**src/rtl/fetch_issue.sv**
```systemverilog
`default_nettype none
// ============================================================================
//  Module      : fetch_issue
//  Description : Instruction-fetch sequencer. Boots from the reset-vector
//                word, then streams sequential instruction words into a small
//                in-order queue that decode drains with valid/ready. A PC
//                redirect flushes the queue and drops any in-flight read.
//  Revision    : 1.0  initial release
// ============================================================================
module fetch_issue #(
    parameter int          DEPTH          = 4,
    parameter logic [31:0] RESET_VEC_ADDR = 32'h0000_0000
) (
    input  logic        clk,
    input  logic        reset,
    output logic        mem_req_o,
    output logic [31:0] mem_addr_o,
    input  logic        mem_ack_i,
    input  logic [31:0] mem_data_i,
    input  logic        redirect_i,
    input  logic [31:0] redirect_pc_i,
    output logic        inst_valid_o,
    output logic [31:0] inst_o,
    output logic [31:0] inst_pc_o,
    input  logic        inst_ready_i,
    output logic [31:0] pc_o,
    output logic        busy_o
);

    localparam int            AW        = $clog2(DEPTH);
    localparam int            CW        = AW + 1;
    localparam logic [CW-1:0] DEPTH_C   = CW'(DEPTH);
    localparam logic [31:0]   BOOT_ADDR = RESET_VEC_ADDR & 32'hFFFF_FFFC;

    typedef enum logic [1:0] {
        BOOT_REQ   = 2'd0,
        BOOT_WAIT  = 2'd1,
        FETCH_REQ  = 2'd2,
        FETCH_WAIT = 2'd3
    } state_t;

    state_t        state_q, state_d;
    logic [31:0]   pc_q, pc_d;
    logic          mem_req_q, mem_req_d;
    logic [31:0]   mem_addr_q, mem_addr_d;
    logic          discard_q, discard_d;
    logic [AW-1:0] wptr_q, wptr_d;
    logic [AW-1:0] rptr_q, rptr_d;
    logic [CW-1:0] count_q, count_d;
    logic [31:0]   fifo_inst_q [DEPTH];
    logic [31:0]   fifo_pc_q   [DEPTH];

    logic          ack;
    logic          valid;
    logic          push;
    logic          pop;
    logic          flush;
    logic [31:0]   redirect_target;

    // An ack only counts against an outstanding request
    assign ack             = mem_req_q && mem_ack_i;
    assign valid           = (count_q != '0);
    assign redirect_target = redirect_pc_i & 32'hFFFF_FFFC;

    // Sequencer: boot read, fetch issue/complete, redirect handling
    always_comb begin
        state_d    = state_q;
        pc_d       = pc_q;
        mem_req_d  = mem_req_q;
        mem_addr_d = mem_addr_q;
        discard_d  = discard_q;
        push       = 1'b0;
        flush      = 1'b0;
        case (state_q)
            BOOT_REQ: begin
                mem_req_d  = 1'b1;
                mem_addr_d = BOOT_ADDR;
                state_d    = BOOT_WAIT;
            end
            BOOT_WAIT: begin
                if (ack) begin
                    mem_req_d = 1'b0;
                    pc_d      = mem_data_i & 32'hFFFF_FFFC;
                    state_d   = FETCH_REQ;
                end
            end
            FETCH_REQ: begin
                if (redirect_i) begin
                    // Issue nothing this cycle so the next request uses the new PC
                    flush = 1'b1;
                    pc_d  = redirect_target;
                end else if (count_q < DEPTH_C) begin
                    mem_req_d  = 1'b1;
                    mem_addr_d = pc_q;
                    state_d    = FETCH_WAIT;
                end
            end
            FETCH_WAIT: begin
                if (ack) begin
                    mem_req_d = 1'b0;
                    discard_d = 1'b0;
                    state_d   = FETCH_REQ;
                    if (!redirect_i && !discard_q) begin
                        push = 1'b1;
                        pc_d = pc_q + 32'd4;
                    end
                end
                if (redirect_i) begin
                    // The held request keeps its address; its data is dropped on ack
                    flush = 1'b1;
                    pc_d  = redirect_target;
                    if (!ack) begin
                        discard_d = 1'b1;
                    end
                end
            end
            default: state_d = BOOT_REQ;
        endcase
    end

    // Queue pointers and occupancy; a flush overrides push and pop
    always_comb begin
        pop    = valid && inst_ready_i && !flush;
        wptr_d = wptr_q;
        rptr_d = rptr_q;
        count_d = count_q;
        if (flush) begin
            wptr_d  = '0;
            rptr_d  = '0;
            count_d = '0;
        end else begin
            if (push) begin
                wptr_d = wptr_q + AW'(1);
            end
            if (pop) begin
                rptr_d = rptr_q + AW'(1);
            end
            if (push && !pop) begin
                count_d = count_q + CW'(1);
            end else if (pop && !push) begin
                count_d = count_q - CW'(1);
            end
        end
    end

    // Control and bookkeeping registers
    always_ff @(posedge clk or negedge reset) begin
        if (!reset) begin
            state_q    <= BOOT_REQ;
            pc_q       <= '0;
            mem_req_q  <= 1'b0;
            mem_addr_q <= '0;
            discard_q  <= 1'b0;
            wptr_q     <= '0;
            rptr_q     <= '0;
            count_q    <= '0;
        end else begin
            state_q    <= state_d;
            pc_q       <= pc_d;
            mem_req_q  <= mem_req_d;
            mem_addr_q <= mem_addr_d;
            discard_q  <= discard_d;
            wptr_q     <= wptr_d;
            rptr_q     <= rptr_d;
            count_q    <= count_d;
        end
    end

    // Queue storage; stale slots are never visible because the head is masked by count
    always_ff @(posedge clk) begin
        if (push) begin
            fifo_inst_q[wptr_q] <= mem_data_i;
            fifo_pc_q[wptr_q]   <= pc_q;
        end
    end

    assign mem_req_o    = mem_req_q;
    assign mem_addr_o   = mem_addr_q;
    assign inst_valid_o = valid;
    assign inst_o       = valid ? fifo_inst_q[rptr_q] : 32'd0;
    assign inst_pc_o    = valid ? fifo_pc_q[rptr_q]   : 32'd0;
    assign pc_o         = pc_q;
    assign busy_o       = (state_q == BOOT_REQ) || (state_q == BOOT_WAIT);

endmodule
`default_nettype wire
```
**config.mk**
```make
export PLATFORM = sky130hd
export DESIGN_NAME = fetch_issue
export DESIGN_NICKNAME = d
export VERILOG_FILES = /design/src/rtl/fetch_issue.sv
export SDC_FILE = /design/constraint.sdc
export NUM_CORES = 1
export LEC_CHECK = 0
export ABC_AREA = 1
export BUFFER_PORTS_ARGS = -buffer_cell sky130_fd_sc_hd__buf_2
export CAP_MARGIN = 20
export CORE_UTILIZATION = 40
export CTS_CLUSTER_SIZE = 12
export DETAILED_ROUTE_END_ITERATION = 8
export MAX_ROUTING_LAYER = met4
export SYNTH_ARGS = -nofsm -noshare
export SYNTH_HDL_FRONTEND = slang
export SYNTH_SLANG_ARGS = --single-unit
```
**constraint.sdc**
```tcl
create_clock -name clk -period 12.54 [get_ports clk]
set_clock_uncertainty 0.05 [all_clocks]
set_input_delay 0.627 -clock clk [delete_from_list [all_inputs] [get_ports clk]]
set_output_delay 0.627 -clock clk [all_outputs]
set_load 0.03 [all_outputs]
```
[Word-level counts from Yosys, hierarchy flattened]
Memory sizes are Yosys's and may differ from the RTL's.
Cells that the tools add are included.
Operators by class
  reductions and logical operators: 24
  magnitude comparators: 1
  equal/unequal tests: 10
  add/sub/neg operators: 5
  muxes and demuxes: 36
Operators with widths (number)
  two-way mux 32 bit: 9
  one-hot mux 32 bit (3 select lines): 1
  one-hot mux 32 bit (2 select lines): 1
  adder 32 x 3 -> 32 bit, second input constant: 1
  two-way mux 2 bit: 7
  two-way mux 1 bit: 13
  two-way mux 3 bit: 3
  nonzero test 3 bit: 3
  != test 2 bit, second input constant: 4
  logical AND 1 bit: 6
  != test 3 bit, second input constant: 2
  one-hot mux 2 bit (3 select lines): 1
  AND reduction 3 bit: 2
  nonzero test 2 bit: 3
  logical NOT 1 bit: 5
  AND reduction 5 bit: 1
  adder 2 x 1 -> 2 bit, second input constant: 2
  equality test 2 bit, second input constant: 2
  OR reduction 2 bit: 2
  adder 3 x 1 -> 3 bit, second input constant: 1
  less-than comparator 3 bit, second input constant: 1
  one-hot mux 1 bit (3 select lines): 1
  subtractor 3 x 1 -> 3 bit, second input constant: 1
  equality test 2 x 1 -> 1 bit, second input constant: 1
  3 further kinds: 3
Storage, ports and cells
  register bits: 75
  memories kept: 2
  input bits: 69
  memory bits (writable): 256
Memory list
  fifo_inst_q: words 4, width 32, rd ports 1, clocked after memory_dff 0, wr ports 1, RTL line 50  | logic [31:0] fifo_inst_q [DEPTH];
  fifo_pc_q: words 4, width 32, rd ports 1, clocked after memory_dff 0, wr ports 1, RTL line 51  | logic [31:0] fifo_pc_q [DEPTH];

[Longest topological paths before layout]
  word-level depth: 10
  depth in mapped cells: 11

[Worst setup path after synthesis]
No wires, ideal clock.
  path kind: input to register
  start: in mem_ack_i
  end: mem fifo_inst_q[0][0], enable pin
  path slack: 8.465 ns
  stages on the path: 4
  arrival: 3.543 ns
  buffers on the path: 0
  path through: nand2_1 inv_1 nand3_4 nor2_1
Between the ends
  cells in the longest elaborated chain, start to end: 5
RTL lines
  from (decl): RTL line 18  | input logic mem_ack_i,
  logical AND 1 bit: RTL line 61  | assign ack = mem_req_q && mem_ack_i;
  two-way mux 1 bit: RTL line 99  | if (ack) begin
  two-way mux 1 bit: RTL line 74  | case (state_q)
  two-way mux 1 bit: RTL line 171  | if (push) begin
  two-way mux 1 bit (implied by the code): RTL line 172  | fifo_inst_q[wptr_q] <= mem_data_i;
  to (decl): RTL line 50
No other way between the ends.

[Final worst setup path]
  start: reg rptr_q[0]
  end: out inst_pc_o[16]
Between the ends
  cells in the longest elaborated chain, start to end: 2
RTL lines
  from (decl): RTL line 48  | logic [AW-1:0] rptr_q, rptr_d;
  from (signal assigned): RTL line 164  | rptr_q <= rptr_d;
  memory (4 x 32 bit)
  two-way mux 32 bit: RTL line 181  | assign inst_pc_o = valid ? fifo_pc_q[rptr_q] : 32'd0;
  to (decl): RTL line 24  | output logic [31:0] inst_pc_o,
No other way between the ends.

==> metrics.md <==
| Metric | Value |
|---|---|
| CP Buf/Inv Count | `3` |
| CTS tree | `built` |
| Clock network power share | `24.1%` |
| Total congestion overflow | `0` |
| Worst min-delay path class | `in2async` |
| Cell Area, Synth | `14,010 um2` |
| Switch Pwr | `1701 uW` |
| Area Growth Syn to Fin | `17.17%` |
| Design area | `16,410 um2` |
| Logic pwr share | `36.9%` |
| Post-synth EDFFs | `248` |
| Place WS | `8.822 ns` |
| Fin nets | `1,612` |
| Ports | `200` |
| Tmin final | `4.215 ns` |
| RSZ-0062 raised after global routing | `no` |
| PwrDens | `240.7 nW/um2` |
| Critical path origin | `rptr_q[0]` |
| Number of global-route vias before repair | `9,942` |
| Seq pwr share | `39.0%` |
| Met3 usage | `2.929%` |
| Drt wl/cell | `19.94 um` |
| Clk root buf | `clkbuf_16` |
| Placed Area | `15,340 um2` |
| Clock sinks | `319` |
| Internal power | `2249 uW` |
| Largest net degree at the start of global routing | `83` |
| Fillers | `3,231` |
| Core Rows | `68` |
| Worst-Skew Late Latency | `0.52 ns` |
| Reg-to-reg slack, setup | `9.41 ns` |
| Met2 Usage GRT | `35.58%` |
| Setup violations, final | `0` |
| Total wire length | `40,390 um` |
| Switching fraction of total power | `43.06%` |
| CTS max path bufs | `3` |
| Crit-path max cell delay | `0.72 ns` |
| Die area | `35,770 um2` |
| Via count | `10,660` |
| Final Slew Violations | `0` |
| Final hold viol count | `0` |
| Crit share post-route | `33.61%` |
| Syn Area/Cell | `10.23 um2` |
| Crit path cell chain | `inv_2, buf_4, o21ai_0, a21oi_1, buf_2` |
| Lkg Pwr | `0.006431 uW` |
| Worst path top cell family by delay | `buffers and inverters` |
| Post-synthesis sequential area ratio | `65.85%` |
| Critical Path Source Type | `flip-flop` |
| Initial Util | `40.65%` |
| CP arrival | `3.54 ns` |
| Crit end category | `primary output` |
| Slew headroom | `35.49%` |
| Via-to-Cell Ratio | `5.266` |
| Critical path's slowest cell | `dfrtp_4` |
| Least-Margin Pin Slew | `0.9676 ns` |
| H-tree level count | `2` |
| Setup WS post-layout | `8.325 ns` |
| First-pass iteration count of the detailed router | `5` |
| Antenna violations before repair | `7` |
| Die X-Extent | `189.1 um` |
| GPL Wtd Cong | `0.9278` |
| GRT Overall Usage | `23.51%` |
| Clock Pin Slew Worst Setup and Hold Paths | `0.06 ns` |
| Post-CTS sizing | `0` |
| Sum Neg Setup Slack | `0 ns` |
| Core Area | `34,460 um2` |
| DRT antenna net count | `0` |
| Ys async rst share | `22.26%` |
| GR Util met1 | `33.71%` |
| Post-synth cell types | `37` |
| Remaining DRCs | `0` |
| Top_reg_cell synth | `edfxtp_1` |
| Reg2reg start | `state_q[0]` |
| WP data required | `11.86 ns` |
| Crit path kind | `reg2out` |
| Post-DP HPWL | `25,710 um` |
| Cts bufs inserted | `35` |
| Share of cells above drive strength 1 | `18.43%` |
| F_max | `237.3 MHz` |
| Cells after Synth | `1,369` |
| Yosys warns | `0` |
| Crit Path Max Fanout | `82` |
| Gr busiest metal | `met2` |
| IO Port Bufs | `191` |
| Setup bufs post-CTS | `0` |
| VDD IR max | `0.1222 mV` |
| DR iter-0 viols | `868` |
| Maxcap violations | `0` |
| Hold Buf Count CTS | `0` |
| Run status | `complete, no violations` |
| DIE HEIGHT | `189.1 um` |
| First-pass GRT wire length | `61,370 um` |
| Seq cells post-synth | `319` |
cells by family (layout without fill, tap and decap cells):
group           Yosys count  count (layout)  synth area share, %
simple gates            598             598                17.35
flops                   319             319                65.85
compound gates          299             299                11.57
buf+inv                 137             326                4.055
xor+xnor                  9               9               0.5628
fa+ha+maj                 6               6               0.5896
other cells               1              13              0.02677
per-layer routing:
layer,up-vias,wire [um]
li1,5038,-
met1,5231,18240
met2,358,19220
met3,37,2465
met4,0,463
met5,-,0
synth_stat cells, types with 2 or more instances:
master / instances / area [um2]
a211oi_1: 2 / 15.01
a21oi_1: 92 / 460.4
a221oi_1: 24 / 210.2
a22oi_1: 2 / 15.01
a41oi_1: 2 / 17.52
buf_1: 5 / 18.77
buf_2: 16 / 80.08
buf_4: 9 / 67.56
clkbuf_1: 47 / 176.4
dfrtp_1: 71 / 1777
edfxtp_1: 248 / 7447
ha_1: 5 / 62.56
inv_1: 51 / 191.4
inv_2: 9 / 33.78
nand2_1: 162 / 608.1
nand2_2: 9 / 56.30
nand3_1: 38 / 190.2
nand3_2: 2 / 20.02
nand4_1: 3 / 18.77
nor2_1: 369 / 1385
nor2_2: 4 / 25.02
nor2_4: 5 / 56.30
nor3_1: 2 / 10.01
o211ai_1: 4 / 30.03
o21ai_0: 159 / 795.8
o21ai_1: 11 / 55.05
xor2_1: 8 / 70.07
power groups by stage:
stage	Sequential (uW)	Clock, uW	Combinational (uW)
floorplan	1630	0	860
global placement	1560	0	1450
detailed placement	1560	0	1460
CTS	1540	970	1460
global route	1570	1010	1590
finish	1540	951	1460
metrics by stage:
| stage | utilization (%) | cells | power [uW] | hold slack, ns |
|---|---|---|---|---|
| after floorplan | - | 1374 | 2494 | 0.2814 |
| after CTS | 47.58 | 2018 | 3978 | 0.2475 |
| after global placement | 44.51 | 1955 | 3006 | 0.4014 |
| after detailed placement | 44.51 | 1955 | 3023 | 0.4076 |
| final | 47.63 | 2025 | 3950 | 0.2125 |
| after global routing | 47.63 | 2025 | 4168 | 0.2705 |
area by class of cell:
cell class                      count  area, um2  share of cell area, %
Clock buffer                       54      998.5                  6.084
Antenna cell                        7      17.52                 0.1067
Tap cell                          455      569.3                  3.469
Inverter                           60      225.2                  1.372
Clock inverter                      9      60.06                 0.3659
Sequential cell                   319       9229                  56.23
Multi-Input combinational cell    918       4264                  25.98
Timing Repair Buffer              203       1049                  6.389
flip-flops by register name, indices dropped and copies added, names as in the netlist:
register	cells
state_q	2
wptr_q	2
mem_req_o	1
count_q	3
pc_o	30
mem_addr_o	30
rptr_q	2
fifo_pc_q	120
discard_q	1
fifo_inst_q	128
final timing paths:
kind | end | cells past startpoint
max | inst_pc_o[16] | 5
min | mem_addr_o[27] | 1
max reg2reg | fifo_pc_q[1][7] | 5
min reg2reg | mem_addr_o[8] | 2
max in group asynchronous | rptr_q[0] | 1
min in group clk | fifo_inst_q[2][0] | 1
placed cells by master, fill, tap and decap left out, types with 7 or more instances in the layout:
cell	synthesis	layout
inv_2	9	9
clkbuf_1	47	15
nand3_1	38	38
diode_2	0	7
buf_4	9	13
edfxtp_1	248	248
xor2_1	8	8
nor2_1	369	365
a221oi_1	24	24
nand2_1	162	162
buf_2	16	190
o21ai_0	159	159
o21ai_1	11	11
nand2_2	9	9
dfrtp_1	71	69
nor2_4	5	9
inv_1	51	51
a21oi_1	92	92
clkbuf_16	0	36
(Power assumes the default switching activity.)
